### src/rtl/regfile_2r1w.sv
// regfile_2r1w: parametrised register file with one byte-strobed write port
// and two independent registered read ports (A and B).
//
// Ports:
//   clk                  clock, rising edge
//   rst                  synchronous active-low reset
//   wr_en/wr_addr/wr_data/wr_strb   write request, address, data, lane enables
//   rd_en_a/rd_addr_a    port A read request and address
//   rd_data_a/valid_a    port A registered read data and valid
//   rd_en_b/rd_addr_b    port B read request and address
//   rd_data_b/valid_b    port B registered read data and valid
//   clr                  start a clear sweep (one entry zeroed per cycle)
//   busy                 clear sweep in progress
//   err                  one-cycle pulse after an out-of-range access
module regfile_2r1w #(
  parameter int WIDTH   = 32,
  parameter int DEPTH   = 16,
  parameter int ADDRESS = 4
) (
  input  logic                 clk,
  input  logic                 rst,
  input  logic                 wr_en,
  input  logic [ADDRESS-1:0]   wr_addr,
  input  logic [WIDTH-1:0]     wr_data,
  input  logic [WIDTH/8-1:0]   wr_strb,
  input  logic                 rd_en_a,
  input  logic [ADDRESS-1:0]   rd_addr_a,
  output logic [WIDTH-1:0]     rd_data_a,
  output logic                 valid_a,
  input  logic                 rd_en_b,
  input  logic [ADDRESS-1:0]   rd_addr_b,
  output logic [WIDTH-1:0]     rd_data_b,
  output logic                 valid_b,
  input  logic                 clr,
  output logic                 busy,
  output logic                 err
);

  localparam int LANES = WIDTH / 8;
  // One extra bit so DEPTH == 2**ADDRESS still compares correctly.
  localparam logic [ADDRESS:0]   DEPTH_X = (ADDRESS+1)'(DEPTH);
  localparam logic [ADDRESS-1:0] LAST    = ADDRESS'(DEPTH - 1);

  typedef enum logic {IDLE, CLEAR} state_t;

  state_t               state, state_n;
  logic [ADDRESS-1:0]   cnt, cnt_n;
  logic [WIDTH-1:0]     mem [DEPTH];

  logic                 sweep_en;
  logic [ADDRESS-1:0]   sweep_idx;
  logic                 wr_ok, rd_ok_a, rd_ok_b;
  logic                 rd_oob_a, rd_oob_b, err_n;
  logic [WIDTH-1:0]     wr_merged, rd_val_a, rd_val_b;

  function automatic logic in_range(input logic [ADDRESS-1:0] addr);
    return {1'b0, addr} < DEPTH_X;
  endfunction

  // State register
  always_ff @(posedge clk) begin
    if (!rst) begin
      state <= IDLE;
      cnt   <= '0;
    end else begin
      state <= state_n;
      cnt   <= cnt_n;
    end
  end

  // Next state and access qualification; clr in IDLE outranks reads/writes.
  always_comb begin
    state_n   = state;
    cnt_n     = cnt;
    sweep_en  = 1'b0;
    sweep_idx = '0;
    wr_ok     = 1'b0;
    rd_ok_a   = 1'b0;
    rd_ok_b   = 1'b0;
    rd_oob_a  = 1'b0;
    rd_oob_b  = 1'b0;
    err_n     = 1'b0;
    case (state)
      IDLE: begin
        if (clr) begin
          sweep_en  = 1'b1;
          sweep_idx = '0;
          if (DEPTH > 1) begin
            state_n = CLEAR;
            cnt_n   = ADDRESS'(1);
          end
        end else begin
          wr_ok    = wr_en && in_range(wr_addr);
          rd_ok_a  = rd_en_a && in_range(rd_addr_a);
          rd_ok_b  = rd_en_b && in_range(rd_addr_b);
          rd_oob_a = rd_en_a && !in_range(rd_addr_a);
          rd_oob_b = rd_en_b && !in_range(rd_addr_b);
          err_n    = (wr_en && !in_range(wr_addr)) || rd_oob_a || rd_oob_b;
        end
      end
      CLEAR: begin
        sweep_en  = 1'b1;
        sweep_idx = cnt;
        if (cnt == LAST) begin
          state_n = IDLE;
          cnt_n   = '0;
        end else begin
          cnt_n = cnt + ADDRESS'(1);
        end
      end
      default: state_n = IDLE;
    endcase
  end

  assign busy = (state == CLEAR);

  // Merged write word, also forwarded to same-address reads (write-first).
  always_comb begin
    wr_merged = mem[wr_addr];
    for (int unsigned i = 0; i < LANES; i++) begin
      if (wr_strb[i]) wr_merged[8*i +: 8] = wr_data[8*i +: 8];
    end
  end

  assign rd_val_a = (wr_ok && wr_addr == rd_addr_a) ? wr_merged : mem[rd_addr_a];
  assign rd_val_b = (wr_ok && wr_addr == rd_addr_b) ? wr_merged : mem[rd_addr_b];

  // Storage
  always_ff @(posedge clk) begin
    if (!rst) begin
      for (int unsigned i = 0; i < DEPTH; i++) mem[i] <= '0;
    end else if (sweep_en) begin
      mem[sweep_idx] <= '0;
    end else if (wr_ok) begin
      mem[wr_addr] <= wr_merged;
    end
  end

  // Registered read ports and error pulse
  always_ff @(posedge clk) begin
    if (!rst) begin
      rd_data_a <= '0;
      rd_data_b <= '0;
      valid_a   <= 1'b0;
      valid_b   <= 1'b0;
      err       <= 1'b0;
    end else begin
      valid_a <= rd_ok_a;
      valid_b <= rd_ok_b;
      err     <= err_n;
      if (rd_ok_a)       rd_data_a <= rd_val_a;
      else if (rd_oob_a) rd_data_a <= '0;
      if (rd_ok_b)       rd_data_b <= rd_val_b;
      else if (rd_oob_b) rd_data_b <= '0;
    end
  end

endmodule

### config.mk
export PLATFORM = sky130hd
export DESIGN_NAME = regfile_2r1w
export DESIGN_NICKNAME = d
export VERILOG_FILES = /design/src/rtl/regfile_2r1w.sv
export SDC_FILE = /design/constraint.sdc
export NUM_CORES = 1
export LEC_CHECK = 0
export ABC_CLOCK_PERIOD_IN_PS = 6450
export CAP_MARGIN = 20
export CORE_MARGIN = 8
export CORE_UTILIZATION = 50
export CTS_BUF_LIST = sky130_fd_sc_hd__clkbuf_4 sky130_fd_sc_hd__clkbuf_8 sky130_fd_sc_hd__clkbuf_16
export CTS_CLUSTER_DIAMETER = 30
export DETAILED_ROUTE_END_ITERATION = 6
export HOLD_SLACK_MARGIN = 0.02
export PLACE_DENSITY = 0.66
export SYNTH_ARGS = -nofsm -noshare
export SYNTH_HDL_FRONTEND = slang
export SYNTH_SLANG_ARGS = --single-unit
### constraint.sdc
create_clock -name clk -period 6.45 [get_ports clk]
set_input_delay 1.935 -clock clk [delete_from_list [all_inputs] [get_ports clk]]
set_output_delay 1.935 -clock clk [all_outputs]
set_load 0.02 [all_outputs]
==> impl_metrics.csv <==
group,metric,value,unit
place,dpl_cell_area,0.0361,sq mm
clock_tree,clockBufferDepth,3,
synthesis,syn_avg_cell_area,12.6,sq um
clock_tree,cts.sinks,583,
synthesis,synth_simple_gate_area_share,10.1,%
sta,skew,23.1,ps
synthesis,synth_cell_types,63,
min_path,whs_path_depth,2,
synthesis,synth_compound_area_share,10.7,%
synthesis,synth_xor_xnor_area_share,0,%
clock_tree,cts_max_level,4,
synthesis,syn_nets,2768,
worst_setup_path,r2r_start,"busy",
clock_tree,path_clk_slew,50,ps
synthesis,synthCells,2713,
place,place_congestion,0.910,
worst_setup_path,cp_top_family,"simple AND/OR/NAND/NOR gates",
global_route,grt_pass1_wl,190,mm
worst_setup_path,cp_cell_sequence,"clkdlybuf4s50_1 > buf_4 > and3b_1 > a21boi_0 > nor2_1 > nand2_2 > nand2_2 > buf_4",
global_route,grt_busiest_layer,"met2",
place,pre_cts_ws,1240,ps
die,start_util,50.6,%
power_and_ir_drop,p_per_area,315,mW/mm^2
sta,fin_crit,4630,ps
synthesis,synth_top_cell_by_area,"edfxtp_1",
min_path,hold_start,"rd_data_b[17]",
synthesis,dominantRegCellSynth,"edfxtp_1",
worst_setup_path,path_max_fanout,23,
detailed_routing,postRouteWirelength,134,mm
detailed_routing,avgViaCountPerCell,7.31,
worst_setup_path,worst-path-buf-inv,3,
worst_setup_path,max_stage_delay,680,ps
detailed_routing,wl_per_cell,35.5,um
detailed_routing,first_pass_iters,7,
place,detailedPlacementHpwl,74.7,mm
clock_tree,post-cts-setup-buffers,0,
global_route,grt_overflow,0,
outcome,status,"completed",
global_route,antenna_found_initial,2,
global_route,use_met2,52.3,%
worst_setup_path,required,6860,ps
synthesis,synth_fa_ha_area_share,0.0367,%
worst_setup_path,cp-end-kind,"flip-flop",
sta,relSlewSlack,19.4,%
global_route,grt_pass1_vias,27500,
layout,fin_nets,2837,
die,dieArea,0.0767,sq mm
detailed_routing,drtIter0Drc,4327,
layout,fin_area,0.0408,sq mm
die,io_pins,122,
worst_setup_path,slowest_stage,"clkdlybuf4s50_1",
layout,num-fill-cells,5117,
min_path,worstHoldPathType,"flip-flop to flip-flop",
global_route,use_met1,41.9,%
place,port_buffers,120,
synthesis,synthesis.area,0.0341,sq mm
worst_setup_path,arrival,5030,ps
layout,area_delta_synth_final,19.8,%
sta,max_freq,216,MHz
sta,drv_slew,0,
synthesis,synth_top_area_share,45.1,%
die,die_y,277,um
sta,setup_ws,1820,ps
clock_tree,cts_tree,"built",
synthesis,synth_top_family_by_area,"multiplexers",
synthesis,yosysWarnings,0,
min_path,hold_end,"rd_data_b[17]",
sta,period_share,71.7,%
power_and_ir_drop,p_leak,14.2,nW
sta,rsz0062_at_grt,"no",
clock_tree,cts_hold_buf,0,
clock_tree,insertion_delay,720,ps
detailed_routing,num_vias,27600,
power_and_ir_drop,ir_drop,0.000329,V
clock_tree,cts_root_buf,"clkbuf_16",
flow_run,maxCapViolCount,0,
sta,fin_hold_ws,469,ps
global_route,grt_max_degree,64,
global_route,grtUsageMet3,10.2,%
die,die_w,277,um
synthesis,async_flop_share,0,%
worst_setup_path,r2r_cells,6,
synthesis,synth-edff-count,512,
worst_setup_path,r2r_slack,3550,ps
synthesis,seq_area_frac_synth,49.3,%
clock_tree,cts_buffers,134,
worst_setup_path,cp-start-kind,"primary input",
detailed_routing,ant_nets,0,
clock_tree,post_cts_resized,0,
worst_setup_path,worst-setup-path-type,"primary input to flip-flop",
synthesis,synth.area.top_cells,"edfxtp_1, mux4_2, nor2_1",
global_route,grtUsageTotal,34.0,%
sta,tightestPinTransition,1210,ps
die,core,0.0673,sq mm
sta,finalSetupTns,0,ps
sta,hold_viol,0,
sta,setup_violations,0,
synthesis,ys_ff_latch,583,
detailed_routing,drc,0,
worst_setup_path,r2r_end,"rd_data_b[16]",
layout,drive_above_1_share,26.7,%
die,rows,95,
synthesis,synth.area.mux_share,25.8,%
metrics by stage:
step           cells  total power (W)  util [%]
2_1_floorplan   2713          0.00524         -
3_3_place_gp    3518          0.00572      53.6
3_5_place_dp    3519          0.00575      53.6
4_1_cts         3767           0.0128      60.6
5_1_grt         3767           0.0131      60.6
6_report        3769           0.0129      60.6
placed cells by master (no fill, tap or decap), types with 40 or more instances in the layout:
cell | netlist | final
mux2_2 | 103 | 103
edfxtp_1 | 512 | 512
nor2_1 | 544 | 543
clkdlybuf4s50_1 | 0 | 109
mux2i_1 | 195 | 195
a221oi_1 | 80 | 80
dfxtp_1 | 71 | 71
a21oi_1 | 40 | 40
o221ai_1 | 91 | 91
buf_4 | 46 | 79
nand2_1 | 200 | 168
o21ai_0 | 42 | 42
clkbuf_16 | 0 | 139
mux4_2 | 252 | 252
state kept, by name, summed over array words and instances, names as in the netlist:
name	count
mem	512
rd_data_a	32
rd_data_b	32
cnt	4
busy	1
valid_a	1
valid_b	1
synthesized netlist by cell type, types with 46 or more instances:
cell type	number
buf_2	55
dfxtp_1	71
edfxtp_1	512
nor2_1	544
mux2_2	103
mux2i_1	195
nand2_1	200
a221oi_1	80
buf_4	46
mux4_2	252
o221ai_1	91
clkbuf_1	150
layout make-up:
type	count	area (sq um)	area share, %
sequential	583	16800	41.2
inverter	4	16.3	0.0399
timing repair buffer	214	2110	5.18
multi-input combinational	1845	16000	39.3
antenna	2	5.00	0.0123
clock buffer	167	3730	9.15
tap	873	1090	2.68
clock inverter	81	996	2.44
kinds of logic after synthesis:
family / Yosys count
buffers and inverters: 285
other: 1
muxes: 550
adders and majority gates: 1
AOI/OAI and AO/OA: 456
DFF: 583
and+or+nand+nor: 837
power breakdown:
part	switching, W	total [W]	internal, W
sequential	0.000117	0.00438	0.00426
clock	0.00224	0.00713	0.00489
combinational	0.000824	0.00136	0.000537
total	0.00318	0.0129	0.00969
layer usage:
layer | part of all wire (%) | wire length (um) | vias to the layer above
li1 | - | - | 10800
met1 | 34 | 45500 | 13700
met2 | 45 | 60100 | 2482
met3 | 14 | 19200 | 647
met4 | 6.8 | 9170 | 2
met5 | 0.012 | 16 | -
worst max path at each step:
| stage | startpoint | endpoint | slack [ps] | cells past startpoint |
|---|---|---|---|---|
| detailed placement | rst | mem[7][27] | 1240 | 8 |
| finish | rst | mem[7][19] | 1820 | 8 |
| CTS | rst | mem[7][19] | 1960 | 8 |
| global route | rst | mem[13][25] | 1740 | 8 |
| global placement | rst | mem[1][0] | 1270 | 8 |
| floorplan | wr_addr[3] | mem[12][0] | 2130 | 7 |
worst min-delay path, delay by kind of cell, from the launching register on:
kind | cells | cell delay (ps)
flip-flops | 1 | 320
AO/OA/AOI/OAI | 1 | 60
AND/OR/NAND/NOR | 1 | 50
Power figures use the tool's default switching activity.
